<file path="src/rtl/mem_wb_elastic_reg.sv">
// MEM/WB pipeline register with valid/ready handshake and two-entry skid buffer.
// Carries the write-back bundle, pre-muxes the WB value and counts retired beats.
module mem_wb_elastic_reg #(
    parameter int unsigned DATA_W  = 32,
    parameter int unsigned RADDR_W = 5,
    parameter int unsigned TAG_W   = 4,
    parameter int unsigned RET_W   = 16
) (
    input  logic               clk,
    input  logic               rst,
    input  logic               in_valid,
    output logic               in_ready,
    input  logic               in_wreg,
    input  logic               in_m2reg,
    input  logic [DATA_W-1:0]  in_mem_data,
    input  logic [DATA_W-1:0]  in_alu_out,
    input  logic [RADDR_W-1:0] in_rdrt,
    input  logic [TAG_W-1:0]   in_ins_type,
    input  logic [TAG_W-1:0]   in_ins_number,
    input  logic               flush,
    output logic               out_valid,
    input  logic               out_ready,
    output logic               out_wreg,
    output logic               out_m2reg,
    output logic [DATA_W-1:0]  out_mem_data,
    output logic [DATA_W-1:0]  out_alu_out,
    output logic [RADDR_W-1:0] out_rdrt,
    output logic [TAG_W-1:0]   out_ins_type,
    output logic [TAG_W-1:0]   out_ins_number,
    output logic [DATA_W-1:0]  out_wb_data,
    output logic [RET_W-1:0]   retired
);

    typedef struct packed {
        logic               wreg;
        logic               m2reg;
        logic [DATA_W-1:0]  mem_data;
        logic [DATA_W-1:0]  alu_out;
        logic [RADDR_W-1:0] rdrt;
        logic [TAG_W-1:0]   ins_type;
        logic [TAG_W-1:0]   ins_number;
    } beat_t;

    typedef enum logic [1:0] {
        EMPTY = 2'd0,
        ONE   = 2'd1,
        FULL  = 2'd2
    } state_t;

    state_t state;
    beat_t  main_q;
    beat_t  skid_q;
    beat_t  in_beat;
    logic   in_ready_q;
    logic   out_valid_q;
    logic   accept;
    logic   drain;

    always_comb begin
        in_beat            = '0;
        in_beat.wreg       = in_wreg;
        in_beat.m2reg      = in_m2reg;
        in_beat.mem_data   = in_mem_data;
        in_beat.alu_out    = in_alu_out;
        in_beat.rdrt       = in_rdrt;
        in_beat.ins_type   = in_ins_type;
        in_beat.ins_number = in_ins_number;
    end

    assign accept = in_valid & in_ready_q;
    assign drain  = out_valid_q & out_ready;

    // Handshake flags are registered alongside the state so in_ready never
    // depends combinationally on out_ready.
    always_ff @(posedge clk or negedge rst) begin
        if (!rst) begin
            state       <= EMPTY;
            main_q      <= '0;
            skid_q      <= '0;
            retired     <= '0;
            in_ready_q  <= 1'b1;
            out_valid_q <= 1'b0;
        end else begin
            if (drain) retired <= retired + RET_W'(1);
            if (flush) begin
                state       <= EMPTY;
                in_ready_q  <= 1'b1;
                out_valid_q <= 1'b0;
            end else begin
                case (state)
                    EMPTY: if (accept) begin
                        main_q      <= in_beat;
                        state       <= ONE;
                        out_valid_q <= 1'b1;
                    end
                    ONE: begin
                        if (accept && drain) begin
                            main_q <= in_beat;
                        end else if (accept) begin
                            skid_q     <= in_beat;
                            state      <= FULL;
                            in_ready_q <= 1'b0;
                        end else if (drain) begin
                            state       <= EMPTY;
                            out_valid_q <= 1'b0;
                        end
                    end
                    FULL: if (drain) begin
                        main_q     <= skid_q;
                        state      <= ONE;
                        in_ready_q <= 1'b1;
                    end
                    default: begin
                        state       <= EMPTY;
                        in_ready_q  <= 1'b1;
                        out_valid_q <= 1'b0;
                    end
                endcase
            end
        end
    end

    assign in_ready       = in_ready_q;
    assign out_valid      = out_valid_q;
    assign out_wreg       = out_valid_q & main_q.wreg;
    assign out_m2reg      = main_q.m2reg;
    assign out_mem_data   = main_q.mem_data;
    assign out_alu_out    = main_q.alu_out;
    assign out_rdrt       = main_q.rdrt;
    assign out_ins_type   = main_q.ins_type;
    assign out_ins_number = main_q.ins_number;
    assign out_wb_data    = main_q.m2reg ? main_q.mem_data : main_q.alu_out;

endmodule

</file>
<file path="config.mk">
export PLATFORM = sky130hd
export DESIGN_NAME = mem_wb_elastic_reg
export DESIGN_NICKNAME = d
export VERILOG_FILES = /design/src/rtl/mem_wb_elastic_reg.sv
export SDC_FILE = /design/constraint.sdc
export NUM_CORES = 1
export LEC_CHECK = 0
export ABC_AREA = 1
export CAP_MARGIN = 5
export CORE_ASPECT_RATIO = 1.5
export CORE_UTILIZATION = 30
export DETAILED_ROUTE_END_ITERATION = 8
export GPL_ROUTABILITY_DRIVEN = 0
export PLACE_DENSITY_LB_ADDON = 0.2
export SLEW_MARGIN = 20
export SYNTH_ARGS = -nofsm -noshare
export SYNTH_HDL_FRONTEND = slang
export SYNTH_SLANG_ARGS = --single-unit
</file>
<file path="constraint.sdc">
create_clock -name clk -period 1.5 [get_ports clk]
set_clock_uncertainty 0.1 [all_clocks]
set_input_delay 0.15 -clock clk [delete_from_list [all_inputs] [get_ports clk]]
set_output_delay 0.15 -clock clk [all_outputs]
set_load 0.01 [all_outputs]
</file>
---- Word level (Yosys, flattened, before mapping) ----
Cells that the tools add are included.
word-level totals
  register bits after elaboration ......... 178
  bits of input ports ..................... 84
  word-level logic and storage cells ...... 69
cells by class
  bitwise logic cells ..................... 5
  reductions and logical operators ........ 8
  equal/unequal tests ..................... 14
  mux-type cells .......................... 23
  $add $sub $neg .......................... 1
operators with widths
  kind                                                              count
  79-bit two-way mux                                                3
  79-bit one-hot mux with 3 select lines                            1
  32-bit two-way mux                                                1
  3-bit inequality test (second input constant)                     6
  16-bit by 1-bit adder with 16-bit output (second input constant)  1
  2-bit two-way mux                                                 6
  4-bit AND reduction                                               3
  2-bit inequality test (second input constant)                     5
  5-bit AND reduction                                               2
  1-bit two-way mux                                                 9
  1-bit one-hot mux with 3 select lines                             2
  2-bit one-hot mux with 3 select lines                             1
  4-bit inequality test (second input constant)                     1
  1-bit AND                                                         3
  3-bit nonzero test                                                1
  2-bit by 1-bit == test with 1-bit output (second input constant)  1
  2-bit == test (second input constant)                             1
  2-bit zero test                                                   1
  1-bit NOT                                                         2
  1-bit logical AND                                                 1

---- Longest topological paths before layout ----
  word-level depth ........................ 6
  depth in mapped cells ................... 9
  mapped depth without buffers ............ 7

---- Worst setup path after synthesis ----
OpenSTA, ideal clock, no wires.
  path kind ............................... register to register
  start point ............................. register out_valid_q, in the netlist out_valid
  end point ............................... register main_q, in the netlist out_mem_data[27]
  clock period less this slack ............ 1667 ps
  path slack .............................. -167 ps
  cell stages (with the launch flop) ...... 10
  arrival time ............................ 1451 ps
  buffers on the path ..................... 2
  path through ............................ dfrtp_1 -> nand2_2 -> inv_2 -> nor2_1 -> o21ai_4 -> nand2_2 -> buf_2 -> buf_4 -> nand2_1 -> nand2_1
between the ends
  cells in the longest elaborated chain, start to end .. 4
  elaborated cells between the ends (all ways) .. 5
  those cells by class .................... eq/ne: 2; bitwise: 1; reduce/logical: 2
ends and longest elaborated chain
  what                               line  RTL
  start: declaration                 55    logic out_valid_q;
  start signal: assignment           82    out_valid_q <= 1'b0;
  start signal: assignment           88    out_valid_q <= 1'b0;
  start signal: assignment           94    out_valid_q <= 1'b1;
  1-bit AND (*)                      71    assign drain = out_valid_q & out_ready;
  1-bit logical AND                  97    if (accept && drain) begin
  2-bit inequality test (no line)    -
  5-bit AND reduction (no line) (*)  -
  end signal: assignment             92    main_q <= in_beat;
  end signal: assignment             98    main_q <= in_beat;
  end signal: assignment             109   main_q <= skid_q;
  end: declaration                   51    beat_t main_q;
Every way passes the cells marked *; elsewhere a longest branch is shown, timed or not.
A chain may end at the register's enable or synchronous reset.

---- Worst setup path after layout ----
  start point ............................. register main_q, in the netlist out_m2reg
  end point ............................... output port out_wb_data[28]
between the ends
  cells in the longest elaborated chain, start to end .. 1
ends and longest elaborated chain
  what                line  RTL
  32-bit two-way mux  132   assign out_wb_data = main_q.m2reg ? main_q.mem_data : main_q.alu_out;
  end: declaration    30    output logic [DATA_W-1:0] out_wb_data,
No other way between the ends.

==> results by group <==
Timing
  – Max-slew violations: 0
  – PnR worst setup slack: -0.351 ns
  – Worst slew pin tran: between 0.3 and 0.4 ns
  – Fmax: ~540 MHz
  – Final hold violations: 0
  – Final setup violation count: 193
  – Final min period: approximately 1.9 ns
  – Tcrit/Tclk final: 1.23
  – Sum Neg Setup Slack: -48.72 ns
  – RSZ-0062 raised after global routing: yes
  – Worst relative slew slack: 0.738

Global route
  – Met2 Track Usage GR: 0.413
  – Met1 Use GR: 0.272
  – Largest net degree at the start of global routing: 41
  – GRT Total Usage: 0.229
  – Initial antenna violation count: 2
  – GR Util met3: 0.0363
  – Busiest grt layer: met2
  – Via count of the first global-routing pass: between 8000 and 9000
  – Gr ovfl total: 0
  – Wire length of the first global-routing pass: roughly 51000 um

Clock tree
  – Clock-pin slew on the worst setup and hold paths: roughly 0.070 ns
  – Number of H-tree levels: 4
  – CTS tree: done
  – Clock buffer count from CTS: 17
  – Clock sink count: 178
  – Worst skew pair latency: 0.43 ns
  – Root buffer cell: clkbuf_16
  – Longest Clk Path Bufs: 2

Layout
  – Most common cell after layout, fill and taps aside: nand2_1
  – Area Overhead vs Synth: 76.3%
  – Nets: between 1000 and 1500
  – Commonest cells after routing, fill and taps aside: nand2_1 (179), dfrtp_1 (174), nand2_2 (107)
  – Share of cells above drive strength 1: 0.438
  – Final Instance Area: 15700 um^2
  – Post-route insts no fill: between 1500 and 2000

Setup path
  – Largest fanout on the critical path: 8
  – Crit path DAT: ~1.6 ns
  – Req. time, crit path: between 1 and 1.5 ns
  – CP peak stage delay: between 0.4 and 0.5 ns
  – Cells along the critical path: buf_12 > buf_12 > mux2_4 > buf_6
  – Most frequent CP cell: buf_12
  – Slowest CP cell: dfrtp_2
  – Crit path max-delay family: flip-flops
  – Worst Setup Path Type: reg -> out
  – Buf/Inv on CP: 3
  – Critical Path Start Type: flop
  – Endpoint class of the critical path: output port

Synthesis
  – Post-Syn Instances: approximately 1100
  – Yosys cell types: 22
  – Mapped Nets: between 1000 and 1500
  – FF+latch count, synth: between 150 and 200
  – Seq/Total Area, Yosys: 0.501
  – Syn_area_per_cell: 8.10 um^2
  – Post-synth top flop: dfrtp_1
  – Number of synthesized flops with an enable pin: 0
  – Post-synth ARST share: 1.00
  – Synth Cell Area: between 8000 and 9000 um^2
  – Synthesis warning total: 0

Detailed routing
  – Vias/cell: roughly 4.7
  – Final ANT Viol Nets: 0
  – Iter 0 DRT Violations: about 360
  – Via count: ~8400
  – WL final: 34200 um
  – DRC: 0
  – Wire per inst: 19.0 um
  – TritonRoute pass-1 iters: 4

Floorplan
  – Die area: 30400 um^2
  – Starting density of the core: 0.308
  – Row count: 76
  – I/O pin total: roughly 210
  – Chip height: approximately 210 um
  – Core box area: about 29000 um^2
  – Overall die width: between 100 and 150 um

Place
  – Post-DP HPWL: 17900 um
  – Placed cell areas: 11700 um^2
  – Setup WS pre-CTS: -0.309 ns
  – Inst Count DP: about 1700
  – Port bufs: 212

Hold path
  – Min-delay worst type: in -> async

Power
  – Leakage: a little under 8 nW
  – Power Dens Cells: approximately 1800 nW/um^2
  – Peak VDD IR: ~860 uV

Status
  – Status: complete, but fails checks
  – Failing checks: setup timing

Flow run
  – Max Cap Violations: 0
per-stage QoR:
step / total power [W] / hold slack, ns / utilization
3_3_place_gp: 0.0191 / 0.00924 / 0.406
2_1_floorplan: 0.0142 / -0.246 / -
5_1_grt: 0.0305 / 0.106 / 0.542
3_5_place_dp: 0.0192 / 0.00212 / 0.406
4_1_cts: 0.0278 / 0.0861 / 0.522
6_report: 0.0289 / 0.0880 / 0.542
final cells by class:
cell class                      count  area [um^2]
Antenna cell                        1         2.50
Fill cell                        2635        13200
Sequential cell                   178         4460
Tap cell                          390          488
Clock inverter                     12         87.6
Inverter                           95          359
Multi-Input combinational cell    687         4700
Clock buffer                       20          447
Timing Repair Buffer              413         5130
kinds of logic after synthesis:
family | share of synthesized area
compound gates | 0.0940
buf+inv | 0.135
flops | 0.501
mux | 0.0405
simple gates | 0.217
fa+ha+maj | 0.00141
xor+xnor | 0.0108
routing by layer:
layer,up-vias,wire [um]
met5,-,13
met4,2,992
met3,46,1250
met2,207,18200
met1,4153,13700
li1,4041,-
state kept, by name, summed over array words and instances, names as in the netlist:
name / cells
out_ins_type: 4
main_q: 1
out_mem_data: 32
out_ins_number: 4
out_m2reg: 1
state: 2
in_ready: 1
out_rdrt: 5
skid_q: 79
out_valid: 1
out_alu_out: 32
retired: 16
report_power, final:
group | internal [W] | switching [W]
Clock | 0.00216 | 0.00202
Sequential | 0.00696 | 0.00127
Combinational | 0.00873 | 0.00774
Total | 0.0178 | 0.0110
worst paths after layout:
kind | from | to | slack (ns) | depth (start not counted)
min in group clk | in_alu_out[16] | skid_q[29]$_DFFE_PN0P_ | 0.19 | 3
worst min-delay path | rst | out_ins_number[1]$_DFFE_PN0P_ | 0.09 | 2
worst max-delay path | out_m2reg$_DFFE_PN0P_ | out_wb_data[28] | -0.35 | 4
worst max register to register | in_ready$_DFFE_PN1P_ | out_mem_data[9]$_DFFE_PN0P_ | -0.34 | 10
worst min register to register | out_ins_type[1]$_DFFE_PN0P_ | out_ins_type[1]$_DFFE_PN0P_ | 0.39 | 2
max in group asynchronous | rst | out_mem_data[9]$_DFFE_PN0P_ | 0.60 | 3
what timing repair did:
item                                    CTS  global route
pin swaps                                42            47
buffers inserted                         70            11
endpoints found under the setup margin  286           212
gates resized for setup                 579           277
hold buffers                              1             0
cloned                                   48             5
hold endpoints to repair                178             0
synthesized netlist by cell type (2+ instances only):
library cell  count  area, um^2
buf_2            22         110
xor2_1            5        43.8
nand2_2           2        12.5
inv_2             2        7.51
mux2_2           32         360
clkbuf_1         38         143
nor3_1            5        25.0
xnor2_1           6        52.6
nand3_1          90         450
dfrtp_1         177        4430
buf_4            79         593
o21ai_0         160         801
inv_1            93         349
nand4_1           5        31.3
nor2_1           16        60.1
nand2_1         360        1350
Note: power is estimated with default switching activity, not from simulation.
